[src/rtl/stream_byte_source.sv]
// First-word-fall-through byte FIFO feeding a valid/ready stream sink; counts transfers, flags overflow.
// Latency: a word written into an empty FIFO is presented on the stream the cycle after the write edge.
// Backpressure: output holds valid/data until accepted; writes while full are dropped and set sticky overflow.
module stream_byte_source #(
   parameter int DATA_WIDTH = 8,
   parameter int DEPTH      = 8,
   parameter int CNT_WIDTH  = 16
) (
   input  logic                       clk,
   input  logic                       reset_n,
   input  logic                       wr_en,
   input  logic [DATA_WIDTH-1:0]      wr_data,
   output logic                       wr_full,
   output logic                       stream_valid,
   output logic [DATA_WIDTH-1:0]      stream_data,
   input  logic                       stream_ready,
   output logic [$clog2(DEPTH):0]     level,
   output logic [CNT_WIDTH-1:0]       xfer_count,
   output logic                       overflow,
   input  logic                       clear_overflow
);

   localparam int AW = $clog2(DEPTH);
   localparam int PW = AW + 1;

   typedef enum logic {
      ST_EMPTY = 1'b0,
      ST_HOLD  = 1'b1
   } state_t;

   state_t                  state;
   logic [DATA_WIDTH-1:0]   mem [DEPTH];
   logic [PW-1:0]           wr_ptr;
   logic [PW-1:0]           rd_ptr;
   logic [PW-1:0]           rd_next;
   logic [PW-1:0]           level_c;
   logic                    full_c;
   logic                    wr_acc;
   logic                    xfer;
   logic [DATA_WIDTH-1:0]   head_nxt;

   // Occupancy, full flag, handshakes and the word that becomes the head after this edge.
   always_comb begin
      level_c  = wr_ptr - rd_ptr;
      full_c   = (wr_ptr[AW] != rd_ptr[AW]) && (wr_ptr[AW-1:0] == rd_ptr[AW-1:0]);
      wr_acc   = wr_en & ~full_c;
      xfer     = stream_valid & stream_ready;
      rd_next  = rd_ptr + PW'(xfer);
      // When the new head slot is the one being written this edge, the array
      // does not hold it yet, so bypass the incoming word.
      if (wr_acc && (rd_next == wr_ptr))
         head_nxt = wr_data;
      else
         head_nxt = mem[rd_next[AW-1:0]];
   end

   assign wr_full = full_c;
   assign level   = level_c;

   // Storage array; contents are don't-care after reset since the pointers define validity.
   always_ff @(posedge clk) begin
      if (wr_acc)
         mem[wr_ptr[AW-1:0]] <= wr_data;
   end

   // Pointers, counters, overflow flag and the output-side FSM with registered valid/data.
   always_ff @(posedge clk or negedge reset_n) begin
      if (!reset_n) begin
         state        <= ST_EMPTY;
         stream_valid <= 1'b0;
         stream_data  <= '0;
         wr_ptr       <= '0;
         rd_ptr       <= '0;
         xfer_count   <= '0;
         overflow     <= 1'b0;
      end else begin
         if (wr_acc)
            wr_ptr <= wr_ptr + PW'(1);
         if (xfer) begin
            rd_ptr     <= rd_next;
            xfer_count <= xfer_count + CNT_WIDTH'(1);
         end
         // A dropped write wins over a clear in the same cycle.
         if (wr_en && full_c)
            overflow <= 1'b1;
         else if (clear_overflow)
            overflow <= 1'b0;

         case (state)
            ST_EMPTY: begin
               if (wr_acc) begin
                  state        <= ST_HOLD;
                  stream_valid <= 1'b1;
                  stream_data  <= wr_data;
               end
            end
            ST_HOLD: begin
               if (xfer) begin
                  if ((level_c == PW'(1)) && !wr_acc) begin
                     // Last word leaves with nothing behind it; data holds its old value.
                     state        <= ST_EMPTY;
                     stream_valid <= 1'b0;
                  end else begin
                     stream_data  <= head_nxt;
                  end
               end
            end
            default: begin
               state        <= ST_EMPTY;
               stream_valid <= 1'b0;
            end
         endcase
      end
   end

endmodule

[config.mk]
export PLATFORM = sky130hd
export DESIGN_NAME = stream_byte_source
export DESIGN_NICKNAME = d
export VERILOG_FILES = /design/src/rtl/stream_byte_source.sv
export SDC_FILE = /design/constraint.sdc
export NUM_CORES = 1
export LEC_CHECK = 0
export BUFFER_PORTS_ARGS = -buffer_cell sky130_fd_sc_hd__clkbuf_2
export CAP_MARGIN = 20
export CORE_ASPECT_RATIO = 0.75
export CORE_MARGIN = 3
export CORE_UTILIZATION = 53
export CTS_CLUSTER_SIZE = 28
export DETAILED_ROUTE_END_ITERATION = 10
export GPL_ROUTABILITY_DRIVEN = 0
export PLACE_DENSITY = 0.74
export SETUP_SLACK_MARGIN = 0.4
export SLEW_MARGIN = 20
export SYNTH_ARGS = -nofsm -noshare
export SYNTH_HDL_FRONTEND = slang
export SYNTH_SLANG_ARGS = --single-unit
[constraint.sdc]
create_clock -name clk -period 3.17 [get_ports clk]
set_input_delay 0.317 -clock clk [delete_from_list [all_inputs] [get_ports clk]]
set_output_delay 0.317 -clock clk [all_outputs]
set_load 0.1 [all_outputs]
==> results.yml, run 1 <==
yosys:
  synth.area.top_cells: "edfxtp_1 45%, dfrtp_1 20%, mux4_2 8.4%"
  syn_nets: 283
  ys_seq_elements: 99
  synth_top_area_cell: "edfxtp_1"
  synth.cell_area_um2: 4304
  syn-mean-instance-area_um2: 16.43
  postSynthCellCount: 262
  synth_async_sr_flop_share_pct: 35.35
  synth-edff-count: 64
  postSynth.topFlopCell: "edfxtp_1"
  synth_top_cell_area_share_pct: 44.65
  synthDistinctLibCells: 35
  ys.warnings.count: 0
  yosysSeqAreaShare_pct: 65.00
clock_network:
  cts.sinks: 99
  hold_buffers: 0
  cts.reportedPaths.clkPinSlew_ns: 0.10
  clock_tree.buffer_depth: 2
  cts_root_buf: "clkbuf_8"
  cts_inserted_buffers: 9
  worstSkewPairLatency_ns: 0.35
  clock_tree_from_tritoncts: "done"
  h-tree-depth: 3
floorplan:
  floorplan.rows: 27
  floorplan.die.width_um: 110.1
  placeableCoreArea_um2: 7601
  io_pins: 44
  initial_utilization_pct: 56.63
  die-height_um: 84.05
  die_area_um2: 9250
detailed_routing:
  detailedRoute.firstIterationViolations: 121
  detail_route.drc_violations: 0
  post_drt_via_cell_ratio: 5.445
  dr.pass1.iters: 4
  antenna_left: 0
  vias: 2336
  total_wirelength_mm: 8.126
  route.detailed.wl_per_inst_um: 18.94
flow_run:
  drv.max_cap_violation_count: 0
hold_path:
  min-delay-path-class: "in -> async"
sta:
  finalHoldViolations: 0
  period_share_pct: 84.30
  finalSetupViolCount: 0
  clock_skews_ns: 0.01437
  final-max-slew-violation-count: 0
  timing.max_slew.rel_slack_pct: 38.97
  timing_worst_slew_pin_value_ns: 0.9154
  layout_min_cycle_time_ns: 2.672
  final.setup.tns_ns: 0
  rsz0062_at_grt: "no"
  timing.fmax_mhz: 374.2
worst_setup_path:
  worst-path-buf-inv: 1
  endpoint_kind: "flop"
  timing.reg2reg.worst_path_depth: 9
  crit-reg2reg-launch: "stream_valid"
  start_kind: "flop"
  critical_path.max_fanout: 8
  top_family_by_delay_on_critical_path: "multiplexers"
  regToRegSetupSlack_ns: 0.50
  path_cells: "nand2_4 -> inv_2 -> ha_4 -> ha_4 -> xor2_4 -> xor2_1 -> o41a_4 -> mux2_4 -> mux2_4"
  cp_data_arrival_time_ns: 2.91
  worst_setup_path_category: "reg -> reg"
  timing.critical_path.required_ns: 3.40
  critical-path-max-stage-delay_ns: 0.58
  critical_path_cell_count: 9
  slowest_stage: "o41a_4"
  rr_endpoint: "stream_data[0]"
final_layout:
  mostFrequentLayoutCell: "edfxtp_1"
  final_core_utilization_pct: 66.06
  mostFrequentLayoutCells: "64 x edfxtp_1, 42 x clkbuf_2, 34 x dfrtp_1"
  final_area_um2: 5021
  post_route_cells_drive_above_1_share_pct: 39.94
  design.final.nets: 344
  area.growth.synth_to_final_pct: 16.66
  insertedDiodeCount: 0
global_route:
  met2_usage_pct: 28.91
  grt_start_max_net_pins: 36
  met3_usage_pct: 4.950
  grt_first_pass_wirelength_mm: 13.02
  grt_pass1_vias: 2402
  groute.layer.met1.usage_pct: 27.76
  gr-usage-all-layers_pct: 19.05
  antenna_violations_before_repair: 0
  grt-busiest-layer: "met2"
  globalRouteOverflowTotal: 0
placed_design:
  buffer_ports.inserted: 43
  dpl-instance-area_um2: 4783
  dpl.hpwl_mm: 5.566
run_status:
  run_status: "completed"
through the flow:
| step | worst slack (ns) | hold WS [ns] | std cells |
|---|---|---|---|
| 2_1_floorplan | 0.4021 | 0.02141 | 262 |
| 3_3_place_gp | 0.3811 | 0.4604 | 409 |
| 3_5_place_dp | 0.2875 | 0.4687 | 409 |
| 4_1_cts | 0.4014 | 0.1050 | 429 |
| 5_1_grt | 0.4040 | 0.1183 | 429 |
| 6_report | 0.4978 | 0.08096 | 429 |
repair_timing:
action	CTS	global route
endpoints found under the setup margin	8	9
pin swaps	1	1
buffers inserted	4	0
resized for setup	1	5
cell families (layout without fill, tap and decap cells):
| group | count (synthesis) | in the layout | synth area share (%) |
|---|---|---|---|
| AOI/OAI and AO/OA | 8 | 8 | 1.337 |
| xor gates and xnor gates | 29 | 29 | 6.250 |
| adders and majority gates | 8 | 8 | 2.500 |
| buffers and inverters | 18 | 84 | 2.151 |
| DFF | 99 | 99 | 65.00 |
| muxes | 41 | 41 | 16.28 |
| and+or+nand+nor | 59 | 59 | 6.483 |
layout make-up:
cell class	instances	area [um^2]
Sequential cell	99	2801
Fill cell	542	2580
Multi-Input combinational cell	145	1524
Timing Repair Buffer	60	361.6
Clock buffer	10	127.6
Tap cell	101	126.4
Clock inverter	6	50.05
Inverter	8	30.03
worst register-to-register path, stage by stage, from the launching register on:
cell,delay (ns)
dfrtp_4,0.51
nand2_4,0.12
inv_2,0.10
ha_4,0.18
ha_4,0.17
xor2_4,0.15
xor2_1,0.16
o41a_4,0.58
mux2_4,0.33
mux2_4,0.25
how the worst max path moves through the flow:
stage                      start              to
finish              stream_valid  stream_data[0]
global route           rd_ptr[2]       mem[7][5]
CTS                 stream_valid  stream_data[4]
detailed placement  stream_valid  stream_data[4]
global placement    stream_valid  stream_data[4]
floorplan              wr_ptr[0]  stream_data[0]
routing by layer:
metal	vias up	part of all wire [%]
met5	-	0
met4	0	0.87
met3	7	5.2
met2	62	47
met1	1176	47
li1	1091	-
synth_stat cells (all sizes together), types with 2 or more instances:
| cell type | count |
|---|---|
| and3 | 6 |
| and4 | 2 |
| buf | 4 |
| clkbuf | 6 |
| dfrtp | 35 |
| edfxtp | 64 |
| ha | 7 |
| inv | 8 |
| mux2 | 24 |
| mux4 | 16 |
| nand2 | 27 |
| nand3 | 7 |
| nand4 | 2 |
| nor2 | 6 |
| nor3 | 4 |
| o21ai | 3 |
| xnor2 | 21 |
| xor2 | 8 |
registers in the layout, indices dropped and copies added (netlist names):
signal / flops
stream_valid: 1
mem: 64
xfer_count: 16
overflow: 1
rd_ptr: 4
wr_ptr: 4
stream_data: 8
state: 1
Power of run 1 is left out: the tool's default activity adds up to more than one toggle a clock period on the data nets, which glitch-free logic cannot reach.
==> run 2, diff against run 1 <==
clock period = 2.2 ns   (was 3.17 ns; I/O delays follow)
==> results.yml, run 2 (synthesis results as in run 1) <==
detailed_routing:
  detailedRoute.firstIterationViolations: 85
  vias: 2564
  dr.pass1.iters: 4
  total_wirelength_mm: 9.221
  detail_route.drc_violations: 0
  antenna_left: 0
  post_drt_via_cell_ratio: 5.479
  route.detailed.wl_per_inst_um: 19.70
worst_setup_path:
  critical_path.max_fanout: 6
  worst_setup_path_category: "reg -> reg"
  path_cells: "nand2_4 -> inv_4 -> ha_4 -> buf_12 -> mux4_2 -> mux2_2 -> mux2_4 -> mux2_4"
  timing.critical_path.required_ns: 2.44
  endpoint_kind: "flop"
  critical-path-max-stage-delay_ns: 0.52
  cp_data_arrival_time_ns: 2.75
  cpMostUsedCell: "mux2_4"
  slowest_stage: "mux4_2"
  start_kind: "flop"
final_layout:
  final_core_utilization_pct: 76.74
  mostFrequentLayoutCells: "64 x edfxtp_1, 38 x clkbuf_2, 26 x buf_4"
  filler_cells: 429
  largest_register_ff_count: 64
  mostFrequentLayoutCell: "edfxtp_1"
  post_route_cells_drive_above_1_share_pct: 55.86
  insertedDiodeCount: 0
  area.growth.synth_to_final_pct: 35.52
  design.final.nets: 383
placed_design:
  dpl.hpwl_mm: 6.123
  buffer_ports.inserted: 43
  placement.setup.worst_slack_ns: -0.3046
floorplan:
  floorplan.die.width_um: 110.1
  initial_utilization_pct: 56.63
  die_area_um2: 9250
  floorplan.rows: 27
  placeableCoreArea_um2: 7601
  die-height_um: 84.05
  io_pins: 44
clock_network:
  worstSkewPairLatency_ns: 0.36
  h-tree-depth: 3
  clock_tree_from_tritoncts: "done"
  cts.sinks: 99
  cts.reportedPaths.clkPinSlew_ns: 0.09
  cts_inserted_buffers: 9
  cts_root_buf: "clkbuf_8"
  clock_tree.buffer_depth: 2
sta:
  final-max-slew-violation-count: 0
  final.setup.tns_ns: -2.338
  timing.max_slew.rel_slack_pct: 62.27
  fin_worst_hold_slack_ns: 0.03685
  period_share_pct: 113.9
  finalSetupViolCount: 8
  finalHoldViolations: 0
  final.setup.worst_slack_ns: -0.3056
  timing_worst_slew_pin_value_ns: 0.5660
  clock_skews_ns: 0.01117
  timing.fmax_mhz: 399.1
  rsz0062_at_grt: "yes"
  layout_min_cycle_time_ns: 2.506
global_route:
  grt_first_pass_wirelength_mm: 14.28
  antenna_violations_before_repair: 0
  globalRouteOverflowTotal: 0
  grt_start_max_net_pins: 24
  gr-usage-all-layers_pct: 21.05
  grt_pass1_vias: 2690
flow_run:
  drv.max_cap_violation_count: 0
hold_path:
  min-delay-path-class: "in -> reg"
run_status:
  run_status: "finished with violations"
  failed_checks: "setup timing"
==> run 2: through the flow <==
step           area [um^2]  instances
2_1_floorplan         4603        262
3_3_place_gp          5254        432
3_5_place_dp          5254        432
4_1_cts               5734        462
5_1_grt               5833        468
6_report              5833        468
==> run 2: repair_timing <==
action | in CTS | in global routing
hold buffers | 1 | 0
setup endpoints to repair | 80 | 84
gates resized for setup | 37 | 10
pin swaps | 16 | 7
cloned | 0 | 1
endpoints found under the hold margin | 22 | 0
setup buffers | 13 | 5
==> run 2: final timing paths <==
path / from / endpoint / slack (ns) / cells after the start
setup / recovery: stream_valid / stream_data[3] / -0.31 / 8
hold / removal: clear_overflow / overflow / 0.04 / 2
setup reg to reg: stream_valid / stream_data[3] / -0.31 / 8
hold reg to reg: xfer_count[9] / xfer_count[9] / 0.49 / 1
max in group asynchronous: reset_n / rd_ptr[0] / 1.15 / 3
min in group asynchronous: reset_n / stream_data[5] / 0.37 / 2
==> run 2: final cells by class <==
cell class / instances / area, um^2 / area share, %
clock inverter: 4 / 31.28 / 0.5363
inverter: 8 / 40.04 / 0.6864
multi-input combinational: 145 / 1734 / 29.73
sequential: 99 / 2821 / 48.37
timing repair buffer: 99 / 923.4 / 15.83
tap: 101 / 126.4 / 2.166
clock buffer: 12 / 156.4 / 2.681
==> run 2: critical path, delay by kind of cell, from the launching register on <==
| family | cells | cell delay, ns |
|---|---|---|
| mux | 4 | 1.32 |
| flops | 1 | 0.50 |
| fa+ha+maj | 1 | 0.31 |
| buf+inv | 2 | 0.18 |
| simple gates | 1 | 0.08 |
==> run 2: routing by layer <==
| layer | up-vias | track usage [%] | routed length (um) |
|---|---|---|---|
| met5 | - | 0 | 0 |
| met4 | 0 | 4.417 | 69 |
| met3 | 8 | 6.110 | 422 |
| met2 | 60 | 33.15 | 4602 |
| met1 | 1321 | 29.23 | 4125 |
| li1 | 1175 | - | - |
Power of run 2 is left out for the same reason.
==> run 3, diff against run 2 <==
BUFFER_PORTS_ARGS = not set   (was -buffer_cell sky130_fd_sc_hd__clkbuf_2)
CORE_UTILIZATION = 57   (was 53)
DONT_BUFFER_PORTS = 1   (was not set)
PLACE_DENSITY = 0.73   (was 0.74)
==> results.yml, run 3 (synthesis results as in run 1) <==
global_route:
  met3_usage_pct: 6.672
  groute.layer.met1.usage_pct: 31.03
  grt_first_pass_wirelength_mm: 14.72
  grt_pass1_vias: 2633
  globalRouteOverflowTotal: 0
  grt_start_max_net_pins: 36
  gr-usage-all-layers_pct: 23.60
  antenna_violations_before_repair: 0
  grt-busiest-layer: "met2"
  met2_usage_pct: 39.38
worst_setup_path:
  timing.critical_path.required_ns: 2.46
  path_cells: "nand2_4 -> inv_4 -> ha_4 -> ha_4 -> xor2_4 -> xor2_1 -> o41a_1 -> buf_6 -> mux2_4 -> mux2_4"
  critical-path-max-stage-delay_ns: 0.50
  slowest_stage: "dfrtp_4"
  cp_data_arrival_time_ns: 2.81
  endpoint_kind: "flop"
  top_family_by_delay_on_critical_path: "multiplexers"
  start_kind: "flop"
  worst-path-buf-inv: 2
  worst_setup_path_category: "reg -> reg"
  critical_path.max_fanout: 4
clock_network:
  cts.reportedPaths.clkPinSlew_ns: 0.09
  hold_buffers: 11
  clock_tree.buffer_depth: 2
  clock_tree_from_tritoncts: "done"
  cts.sinks: 99
  worstSkewPairLatency_ns: 0.37
  cts_root_buf: "clkbuf_8"
  h-tree-depth: 3
  cts_inserted_buffers: 9
final_layout:
  area.growth.synth_to_final_pct: 32.73
  mostFrequentLayoutCells: "64 x edfxtp_1, 38 x buf_4, 24 x nand2_1"
  design.final.nets: 362
  multi_input_comb_area_um2: 1692
  seqCellArea_um2: 2823
  largest_register_ff_count: 64
  filler_cells: 371
  mostFrequentLayoutCell: "edfxtp_1"
  post_route_cells_drive_above_1_share_pct: 50.00
  insertedDiodeCount: 0
sta:
  clock_skews_ns: 0.01204
  timing.max_slew.rel_slack_pct: 35.84
  final-max-slew-violation-count: 0
  fin_worst_hold_slack_ns: -0.05702
  rsz0062_at_grt: "yes"
  timing.fmax_mhz: 392.0
  final.setup.worst_slack_ns: -0.3509
  layout_min_cycle_time_ns: 2.551
  finalHoldViolations: 8
  period_share_pct: 115.9
  timing_worst_slew_pin_value_ns: 0.9624
  finalSetupViolCount: 8
detailed_routing:
  post_drt_via_cell_ratio: 5.610
  vias: 2491
  antenna_left: 0
  total_wirelength_mm: 9.477
  detailedRoute.firstIterationViolations: 128
  dr.pass1.iters: 4
  detail_route.drc_violations: 0
  route.detailed.wl_per_inst_um: 21.34
floorplan:
  die-height_um: 81.26
  floorplan.die.width_um: 106.3
  die_area_um2: 8641
  floorplan.rows: 26
  placeableCoreArea_um2: 7059
  initial_utilization_pct: 60.97
  io_pins: 44
placed_design:
  dpl.hpwl_mm: 6.006
  buffer_ports.inserted: 0
hold_path:
  min-delay-path-class: "in -> reg"
flow_run:
  drv.max_cap_violation_count: 0
run_status:
  failed_checks: "hold timing, setup timing"
  run_status: "finished with violations"
run 3: final cells by class:
type	count	share of cell area (%)
flip-flops and latches	99	49.41
multi-input cells	145	29.61
repair buffers	78	14.96
clock buffers	10	2.234
well taps	98	2.146
clock inverters	6	0.9855
inverters	8	0.6570
run 3: path summary, 6_finish.rpt:
check	to	cells after the start	slack, ns	from
min	mem[2][6]	0	-0.06	wr_data[6]
min reg2reg	xfer_count[15]	1	0.49	xfer_count[15]
min in group asynchronous	stream_data[2]	2	0.31	reset_n
max	stream_data[6]	10	-0.35	stream_valid
max reg2reg	stream_data[6]	10	-0.35	stream_valid
max in group asynchronous	stream_valid	2	1.68	reset_n
run 3: through the flow:
step | instances | area [um^2] | util [%] | setup slack, ns | TNS [ns]
2_1_floorplan | 262 | 4603 | - | -0.5600 | -6.187
3_3_place_gp | 403 | 5115 | 72.46 | -0.2608 | -2.054
3_5_place_dp | 403 | 5115 | 72.46 | -0.3041 | -2.343
4_1_cts | 439 | 5624 | 79.67 | -0.3009 | -2.308
5_1_grt | 444 | 5713 | 80.93 | -0.4291 | -3.375
6_report | 444 | 5713 | 80.93 | -0.3509 | -2.732
run 3: timing repair:
| item | in CTS | in global routing |
|---|---|---|
| endpoints found under the setup margin | 81 | 78 |
| setup buffers | 9 | 5 |
| hold endpoints to repair | 100 | 8 |
| pin swaps | 11 | 5 |
| gates resized for setup | 30 | 10 |
run 3: per-layer routing:
metal | wire length (um) | vias to the layer above
li1 | - | 1127
met1 | 3956 | 1281
met2 | 4816 | 67
met3 | 547 | 16
met4 | 157 | 0
met5 | 0 | -
Power of run 3 is left out for the same reason.
